<file path="src/rtl/tikhonov_pkg.sv">
// Shared constants for the Tikhonov pseudo-inverse datapath.
// Holds the scheduler state encoding, the per-bin matrix stride and the
// address/bin widths that the scheduler and the inverse engine agree on.
package tikhonov_pkg;

  localparam int TIK_FREQ_NUM       = 257;
  localparam int TIK_MIC_NUM        = 8;
  localparam int TIK_SOR_NUM        = 2;
  localparam int PER_FREQ           = TIK_MIC_NUM * TIK_SOR_NUM;   // words per bin
  localparam int TOTAL_NUM          = TIK_FREQ_NUM * PER_FREQ;     // words per frame
  localparam int TIK_ADDR_WIDTH     = 13;
  localparam int TIK_BIN_WIDTH      = 9;
  localparam int TIK_TIMEOUT_CYCLES = 1024;

  typedef enum logic [2:0] {
    S_IDLE  = 3'd0,
    S_ISSUE = 3'd1,
    S_WAIT  = 3'd2,
    S_NEXT  = 3'd3,
    S_FIN   = 3'd4,
    S_ERR   = 3'd5
  } sched_state_e;

endpackage

</file>
<file path="src/rtl/tik_wdog_cnt.sv">
// Per-bin watchdog counter for the bin scheduler.
// Ports:
//   clk, rst  : clock, asynchronous active-high reset
//   load_i    : clear the count (engine start issued)
//   run_i     : count one cycle (waiting on the engine)
//   expire_o  : high in the LIMIT-th consecutive run cycle
module tik_wdog_cnt #(
  parameter int LIMIT = 1024
) (
  input  logic clk,
  input  logic rst,
  input  logic load_i,
  input  logic run_i,
  output logic expire_o
);

  localparam int CW = $clog2(LIMIT + 1);

  logic [CW-1:0] cnt_q, cnt_d;

  assign expire_o = run_i && (cnt_q == CW'(LIMIT - 1));

  always_comb begin
    cnt_d = cnt_q;
    if (load_i)                 cnt_d = '0;
    else if (run_i && !expire_o) cnt_d = cnt_q + CW'(1);
  end

  always_ff @(posedge clk or posedge rst) begin
    if (rst) cnt_q <= '0;
    else     cnt_q <= cnt_d;
  end

endmodule

</file>
<file path="src/rtl/tikhonov_bin_scheduler.sv">
// Walks the single Tikhonov inverse engine over every frequency bin of a frame.
// Each bin: one eng_start pulse with that bin's A/W base addresses, then wait
// for eng_done. done pulses once after the last bin.
// Optional feature macro: TIK_SCHED_WDOG_EN (per-bin watchdog, ERR state, sticky error).
// Ports:
//   clk, rst                 : clock, asynchronous active-high reset
//   start, abort             : frame start request / synchronous frame abort
//   eng_done                 : completion pulse from the engine
//   eng_start                : start pulse to the engine
//   eng_rd_base, eng_wr_base : A read / W write base for the current bin
//   bin_idx                  : current bin
//   busy, done, error        : status
module tikhonov_bin_scheduler
  import tikhonov_pkg::*;
#(
  parameter int FREQ_NUM   = TIK_FREQ_NUM,
  parameter int MIC_NUM    = TIK_MIC_NUM,
  parameter int SOR_NUM    = TIK_SOR_NUM,
  parameter int ADDR_WIDTH = TIK_ADDR_WIDTH,
  parameter int BIN_WIDTH  = TIK_BIN_WIDTH
`ifdef TIK_SCHED_WDOG_EN
  , parameter int TIMEOUT_CYCLES = TIK_TIMEOUT_CYCLES
`endif
) (
  input  logic                  clk,
  input  logic                  rst,
  input  logic                  start,
  input  logic                  abort,
  input  logic                  eng_done,
  output logic                  eng_start,
  output logic [ADDR_WIDTH-1:0] eng_rd_base,
  output logic [ADDR_WIDTH-1:0] eng_wr_base,
  output logic [BIN_WIDTH-1:0]  bin_idx,
  output logic                  busy,
  output logic                  done,
  output logic                  error
);

  // Bases advance by a constant stride per bin instead of bin*stride.
  localparam logic [ADDR_WIDTH-1:0] STRIDE   = ADDR_WIDTH'(MIC_NUM * SOR_NUM);
  localparam logic [BIN_WIDTH-1:0]  LAST_BIN = BIN_WIDTH'(FREQ_NUM - 1);

  sched_state_e          state_q, state_d;
  logic [BIN_WIDTH-1:0]  bin_q, bin_d;
  logic [ADDR_WIDTH-1:0] rd_q, rd_d;
  logic [ADDR_WIDTH-1:0] wr_q, wr_d;

`ifdef TIK_SCHED_WDOG_EN
  logic error_q, error_d;
  logic wdog_expire;

  tik_wdog_cnt #(.LIMIT(TIMEOUT_CYCLES)) u_wdog (
    .clk      (clk),
    .rst      (rst),
    .load_i   (state_q == S_ISSUE),
    .run_i    (state_q == S_WAIT),
    .expire_o (wdog_expire)
  );
`endif

  always_comb begin
    state_d = state_q;
    bin_d   = bin_q;
    rd_d    = rd_q;
    wr_d    = wr_q;
`ifdef TIK_SCHED_WDOG_EN
    error_d = error_q;
`endif
    // Abort outranks everything else; counters stay put until the next start.
    if (abort && state_q != S_IDLE) begin
      state_d = S_IDLE;
    end else begin
      case (state_q)
        S_IDLE: if (start) begin
          state_d = S_ISSUE;
          bin_d   = '0;
          rd_d    = '0;
          wr_d    = '0;
`ifdef TIK_SCHED_WDOG_EN
          error_d = 1'b0;
`endif
        end
        S_ISSUE: state_d = S_WAIT;
        S_WAIT: begin
          if (eng_done) state_d = S_NEXT;
`ifdef TIK_SCHED_WDOG_EN
          else if (wdog_expire) begin
            state_d = S_ERR;
            error_d = 1'b1;
          end
`endif
        end
        S_NEXT: begin
          if (bin_q == LAST_BIN) begin
            state_d = S_FIN;
          end else begin
            state_d = S_ISSUE;
            bin_d   = bin_q + BIN_WIDTH'(1);
            rd_d    = rd_q + STRIDE;
            wr_d    = wr_q + STRIDE;
          end
        end
        S_FIN: state_d = S_IDLE;
`ifdef TIK_SCHED_WDOG_EN
        S_ERR: if (start) begin
          state_d = S_ISSUE;
          bin_d   = '0;
          rd_d    = '0;
          wr_d    = '0;
          error_d = 1'b0;
        end
`endif
        default: state_d = S_IDLE;
      endcase
    end
  end

  always_ff @(posedge clk or posedge rst) begin
    if (rst) begin
      state_q <= S_IDLE;
      bin_q   <= '0;
      rd_q    <= '0;
      wr_q    <= '0;
`ifdef TIK_SCHED_WDOG_EN
      error_q <= 1'b0;
`endif
    end else begin
      state_q <= state_d;
      bin_q   <= bin_d;
      rd_q    <= rd_d;
      wr_q    <= wr_d;
`ifdef TIK_SCHED_WDOG_EN
      error_q <= error_d;
`endif
    end
  end

  // Moore outputs: all decode from registered state, so reset zeroes them at once.
  assign eng_start   = (state_q == S_ISSUE);
  assign done        = (state_q == S_FIN);
  assign busy        = (state_q != S_IDLE) && (state_q != S_ERR);
  assign bin_idx     = bin_q;
  assign eng_rd_base = rd_q;
  assign eng_wr_base = wr_q;
`ifdef TIK_SCHED_WDOG_EN
  assign error       = error_q;
`else
  assign error       = 1'b0;
`endif

endmodule

</file>
<file path="config.mk">
export PLATFORM = sky130hd
export DESIGN_NAME = tikhonov_bin_scheduler
export DESIGN_NICKNAME = d
export VERILOG_FILES = /design/src/rtl/tikhonov_pkg.sv /design/src/rtl/tik_wdog_cnt.sv /design/src/rtl/tikhonov_bin_scheduler.sv
export SDC_FILE = /design/constraint.sdc
export NUM_CORES = 1
export LEC_CHECK = 0
export ABC_AREA = 1
export BUFFER_PORTS_ARGS = -buffer_cell sky130_fd_sc_hd__buf_2
export CORE_MARGIN = 2
export CORE_UTILIZATION = 31
export CTS_BUF_LIST = sky130_fd_sc_hd__clkbuf_8
export DETAILED_ROUTE_END_ITERATION = 8
export PLACE_DENSITY = 0.51
export SYNTH_ARGS = -nofsm -noshare
export SYNTH_HDL_FRONTEND = slang
export SYNTH_SLANG_ARGS = --single-unit
</file>
<file path="constraint.sdc">
create_clock -name clk -period 1.7 [get_ports clk]
set_input_delay 0.255 -clock clk [delete_from_list [all_inputs] [get_ports clk]]
set_output_delay 0.255 -clock clk [all_outputs]
set_load 0.01 [all_outputs]
</file>
==> metrics.cfg, run 1 <==
[placement]
post-place-ws_ps = 141
io_buffer_count = 34
place_hpwl_um = 3200
place_congestion = 0.771

[detailed_routing]
post-route-drc-count = 0
drt_pass1_iterations = 4
vias = 1796
drtAntennaViolNets = 0
viasPerCell = 4.52
wl_um = 4400
wl_per_cell_um = 11.1
drtIter0Drc = 59

[setup_path]
worstReg2RegEnd = eng_wr_base[6]
slowest_delay_ps = 450
cp-end-kind = flop
criticalPathCategory = flop to flop
reg2reg_from = bin_idx[3]
required_ps = 1920
crit_chain = inv_2 > nand2_1 > nor2_1 > nand3_4 > nand2_8 > buf_12 > nand2_1 > o21ai_2
cp_slowest_cell = dfrtp_1
cpMostUsedCell = nand2_1
critical_path_peak_fanout = 20
r2r_slack_ps = 200
reg2regPathDepth = 8
cp-start-kind = flop
worstPathArrival_ps = 1720

[clocking]
clk_latency_ps = 290
cts.sinks = 30
ctsHtreeMaxLevel = 2
cts_tree = done
clockBufferDepth = 2
clk_pin_slew_worst_paths_ps = 70
cts_buffers = 5
clock-root-buffer = clkbuf_8

[die]
start_util_pct = 32.3
fp.coreArea_um2 = 6390
die_y_um = 85.6
die_area_um2 = 7320
die_width_um = 85.6
io_pins = 44
rows = 29

[timing]
fin_skew_ps = 6.07
rsz0062_at_grt = no
min_period_ps = 1500
setup_viol = 0
fin_tns_setup_ps = 0
fmax_mhz = 666
drv_slew = 0
setup_ws_ps = 198
fin_crit_sh_pct = 88.3
hold_violations = 0

[finish]
final_core_util_pct = 37.8
area_growth_pct = 17.1
drive_gt1_share_pct = 25.9
num-nets-final = 328
diodes = 0

[logic_synthesis]
synth-simple-area-share_pct = 33.6
ys_ff_latch = 30
synthAdderAreaFrac_pct = 2.43
synth_flop_cell = dfrtp_1
synth_edf_count = 0
seq_area_frac_synth_pct = 36.4
synth-compound-area-share_pct = 14.4
ys_warn_count = 0
synth_cells = 278
synth_area_um2 = 2060
ys_types = 26
synth.avg_cell_area_um2 = 7.42
synth_xor_area_share_pct = 0.424
yosys-mux-area-fraction_pct = 0
synthArstFlopShare_pct = 100
synth_top_family_by_area = simple AND/OR/NAND/NOR gates

[power_and_ir_drop]
p_leak_nw = 1.16
clkPwrFrac_pct = 30.3
p_comb_share_pct = 34.0
power_frac_seq_pct = 35.7
p_int_mw = 1.43
p_sw_share_pct = 37.8
irDropWorstVdd_uv = 429
p_per_area_nw_per_um2 = 954
p_switching_mw = 0.871
power_mw = 2.30

[global_route]
grt_pass1_vias = 1728
grt_max_degree = 31
grt-ovfl-total = 0
antenna_found_initial = 0
grt_pass1_wl_um = 7980
grt.total_usage_pct = 13.4

[flow_run]
maxCapViolations = 0

[status]
status = finished, final reports clean

[hold_path]
hold_path_class = input pin to async pin

## area by class of cell
type	instances	area, um^2
clock buffer	8	110
fill	677	3970
inverter	30	118
multi-input combinational	210	1090
sequential	30	751
tap	77	96.3
timing repair buffer	42	255
## power by group through the flow
stage	clock, mW	sequential, mW	combinational (mW)
after floorplan	0	0.840	0.650
after global placement	0	0.836	0.794
after detailed placement	0	0.838	0.792
after CTS	0.729	0.822	0.797
after global routing	0.753	0.828	0.882
final	0.699	0.822	0.783
## routing by layer
| layer | GRT usage [%] | wire length [um] |
|---|---|---|
| met2 | 21.2 | 1930 |
| met4 | 4.33 | 47 |
| met1 | 17.9 | 2210 |
| met5 | 0 | 0 |
| met3 | 3.56 | 211 |
## worst max-delay path: cells and delay by family, from the launching register on
family / cells / cell delay, ps
compound gates: 1 / 60
flops: 1 / 450
buf+inv: 2 / 290
simple gates: 5 / 610
## sequential cells by signal, summed over array words and instances, names as in the netlist
register,flops
eng_wr_base,9
eng_rd_base,9
bin_idx,9
state_q,3
## cell families (layout without fill, tap and decap cells)
family	Yosys count	count (layout)
buffers and inverters	46	80
other	1	9
and+or+nand+nor	159	159
xor gates and xnor gates	1	1
DFF	30	30
AOI/OAI and AO/OA	37	37
adders and majority gates	4	4
## cell usage after synthesis, drive strengths merged, types with 2 or more instances
cell type	number	area, um^2
nand2	92	364
nor3	2	10.0
nor2	26	97.6
nand3	38	215
dfrtp	30	751
o21ai	30	248
buf	16	141
ha	4	50.1
inv	29	109
o21bai	5	37.5
## worst max path at each step
stage	start	depth (start not counted)	slack [ps]	to
final	bin_idx[3]	8	200	eng_wr_base[6]
after global routing	bin_idx[0]	9	10	eng_rd_base[11]
after CTS	bin_idx[0]	9	120	bin_idx[2]
after detailed placement	bin_idx[0]	9	140	eng_wr_base[9]
after global placement	bin_idx[0]	9	180	eng_wr_base[6]
after floorplan	bin_idx[0]	9	220	bin_idx[0]
## stage by stage
step | instance area, um^2 | cells | hold slack [ps]
floorplan | 2090 | 286 | 327
global placement | 2300 | 389 | 373
detailed placement | 2300 | 389 | 369
CTS | 2410 | 397 | 48.1
global route | 2420 | 397 | 93.9
finish | 2420 | 397 | 25.9
## timing repair
item,in CTS,in global routing
gates resized for setup,0,1
hold buffers,0,0
setup endpoints to repair,0,20
buffers inserted,0,0
## placed cells by master, fill, tap and decap left out, types with 5 or more instances in the layout
master and count:
dfrtp_1 30, buf_2 34, nor2_1 25, conb_1 9
clkbuf_8 8, nand3_1 36, buf_4 6, o21bai_1 5
o21ai_2 23, nand2_1 90, inv_1 27
Power figures use the tool's default switching activity.
==> inputs of run 2 (changes only) <==
--- a/config.mk
+++ b/config.mk
@@ -8,10 +8,9 @@
 export ABC_AREA = 1
 export BUFFER_PORTS_ARGS = -buffer_cell sky130_fd_sc_hd__buf_2
 export CORE_MARGIN = 2
-export CORE_UTILIZATION = 31
+export CORE_UTILIZATION = 40
 export CTS_BUF_LIST = sky130_fd_sc_hd__clkbuf_8
 export DETAILED_ROUTE_END_ITERATION = 8
-export PLACE_DENSITY = 0.51
 export SYNTH_ARGS = -nofsm -noshare
 export SYNTH_HDL_FRONTEND = slang
 export SYNTH_SLANG_ARGS = --single-unit
==> metrics.cfg, run 2 (synthesis results as in run 1) <==
[status]
status = finished, final reports clean

[finish]
final_core_util_pct = 47.7
fin_cells = 392
fill_cells = 542
area_growth_pct = 16.5
multi_input_area_um2 = 1090
num-nets-final = 330
ff_latch_area_um2 = 751
drive_gt1_share_pct = 26.1
fin_area_um2 = 2400
final_cell_mix = nand2_1, nand3_1, buf_2, dfrtp_1, inv_1
final_common_cell = nand2_1
diodes = 0

[global_route]
grt_pass1_wl_um = 7000
grt_pass1_vias = 1565
grt-ovfl-total = 0
grt.total_usage_pct = 15.9
grt_max_degree = 31
antenna_found_initial = 0

[timing]
drv_slew = 0
fin_tns_setup_ps = 0
setup_viol = 0
min_period_ps = 1520
hold_violations = 0
fin_skew_ps = 4.26
fin_crit_sh_pct = 89.2
fmax_mhz = 660
rsz0062_at_grt = no

[detailed_routing]
wl_um = 4100
post-route-drc-count = 0
viasPerCell = 4.64
drtIter0Drc = 79
drtAntennaViolNets = 0
drt_pass1_iterations = 4
vias = 1819
wl_per_cell_um = 10.5

[setup_path]
criticalPathCategory = flop to flop
worstPathArrival_ps = 1730
cp-start-kind = flop
critical_path_peak_fanout = 20
required_ps = 1910
cp-end-kind = flop

[power_and_ir_drop]
power_frac_seq_pct = 37.2
p_per_area_nw_per_um2 = 917
clkPwrFrac_pct = 26.8
power_mw = 2.20
irDropWorstVdd_uv = 342
p_switching_mw = 0.845
p_comb_share_pct = 36.0
p_leak_nw = 1.17
p_sw_share_pct = 38.4
p_int_mw = 1.36

[placement]
placed_area_um2 = 2310
dp_cells = 384
place_congestion = 0.800
io_buffer_count = 34
place_hpwl_um = 3060

[die]
start_util_pct = 40.9
io_pins = 44
die_width_um = 75.8
fp.coreArea_um2 = 5040
rows = 26
die_area_um2 = 5750
die_y_um = 75.8

[clocking]
clk_latency_ps = 280
clk_pin_slew_worst_paths_ps = 70
clockBufferDepth = 2
cts_buffers = 5
cts_tree = done
hold_buffers = 0
clock-root-buffer = clkbuf_8
cts.sinks = 30
ctsHtreeMaxLevel = 2

[hold_path]
hold_path_class = input pin to async pin

[flow_run]
maxCapViolations = 0

## run 2: path summary, 6_finish.rpt
| kind | start | end | slack [ps] | cells past startpoint |
|---|---|---|---|---|
| setup / recovery | bin_idx[0] | eng_rd_base[10] | 180 | 9 |
| hold / removal | rst | eng_wr_base[6] | 40 | 3 |
| setup reg to reg | bin_idx[0] | eng_rd_base[10] | 180 | 9 |
| hold reg to reg | eng_wr_base[12] | eng_wr_base[12] | 530 | 2 |
| max in group asynchronous | rst | state_q[0] | 1370 | 3 |
| min in group clk | abort | state_q[2] | 230 | 2 |
## run 2: cell type report
class | count | share of cell area [%]
Multi-Input combinational cell | 210 | 45.2
Timing Repair Buffer | 44 | 11.2
Sequential cell | 30 | 31.2
Clock inverter | 2 | 0.364
Inverter | 30 | 4.89
Tap cell | 70 | 3.64
Clock buffer | 6 | 3.44
## run 2: through the flow
stage | hold WS (ps) | setup WS (ps)
after floorplan | 327 | 217
after global placement | 360 | 200
after detailed placement | 364 | 120
after CTS | 51.2 | 105
after global routing | 78.4 | 33.5
final | 37.9 | 184
## run 2: metal layers
| metal | track usage [%] | up-vias | routed length, um |
|---|---|---|---|
| met1 | 20.8 | 816 | 1960 |
| met3 | 4.37 | 6 | 170 |
| met5 | 0 | - | 0 |
| met2 | 25.6 | 35 | 1920 |
| met4 | 4.68 | 0 | 46 |
| li1 | - | 962 | - |
## run 2: power groups by stage
| stage | Clock [mW] | Sequential [mW] | Combinational, mW |
|---|---|---|---|
| floorplan | 0 | 0.840 | 0.650 |
| global placement | 0 | 0.833 | 0.797 |
| detailed placement | 0 | 0.833 | 0.804 |
| CTS | 0.618 | 0.821 | 0.808 |
| global route | 0.642 | 0.829 | 0.889 |
| finish | 0.591 | 0.820 | 0.793 |
## run 2: critical path, cell delays in order (launching register included)
cell and delay [ps]:
dfrtp_1 380, inv_1 90, ha_1 160, nand2_1 60, nor2_2 160, nand3_4 110, nand2_8 170, buf_12 170
nand2_1 70, o21ai_2 60
## run 2: repair_timing
action | CTS | global route
setup buffers | 0 | 0
gates resized for setup | 0 | 1
endpoints found under the setup margin | 0 | 14
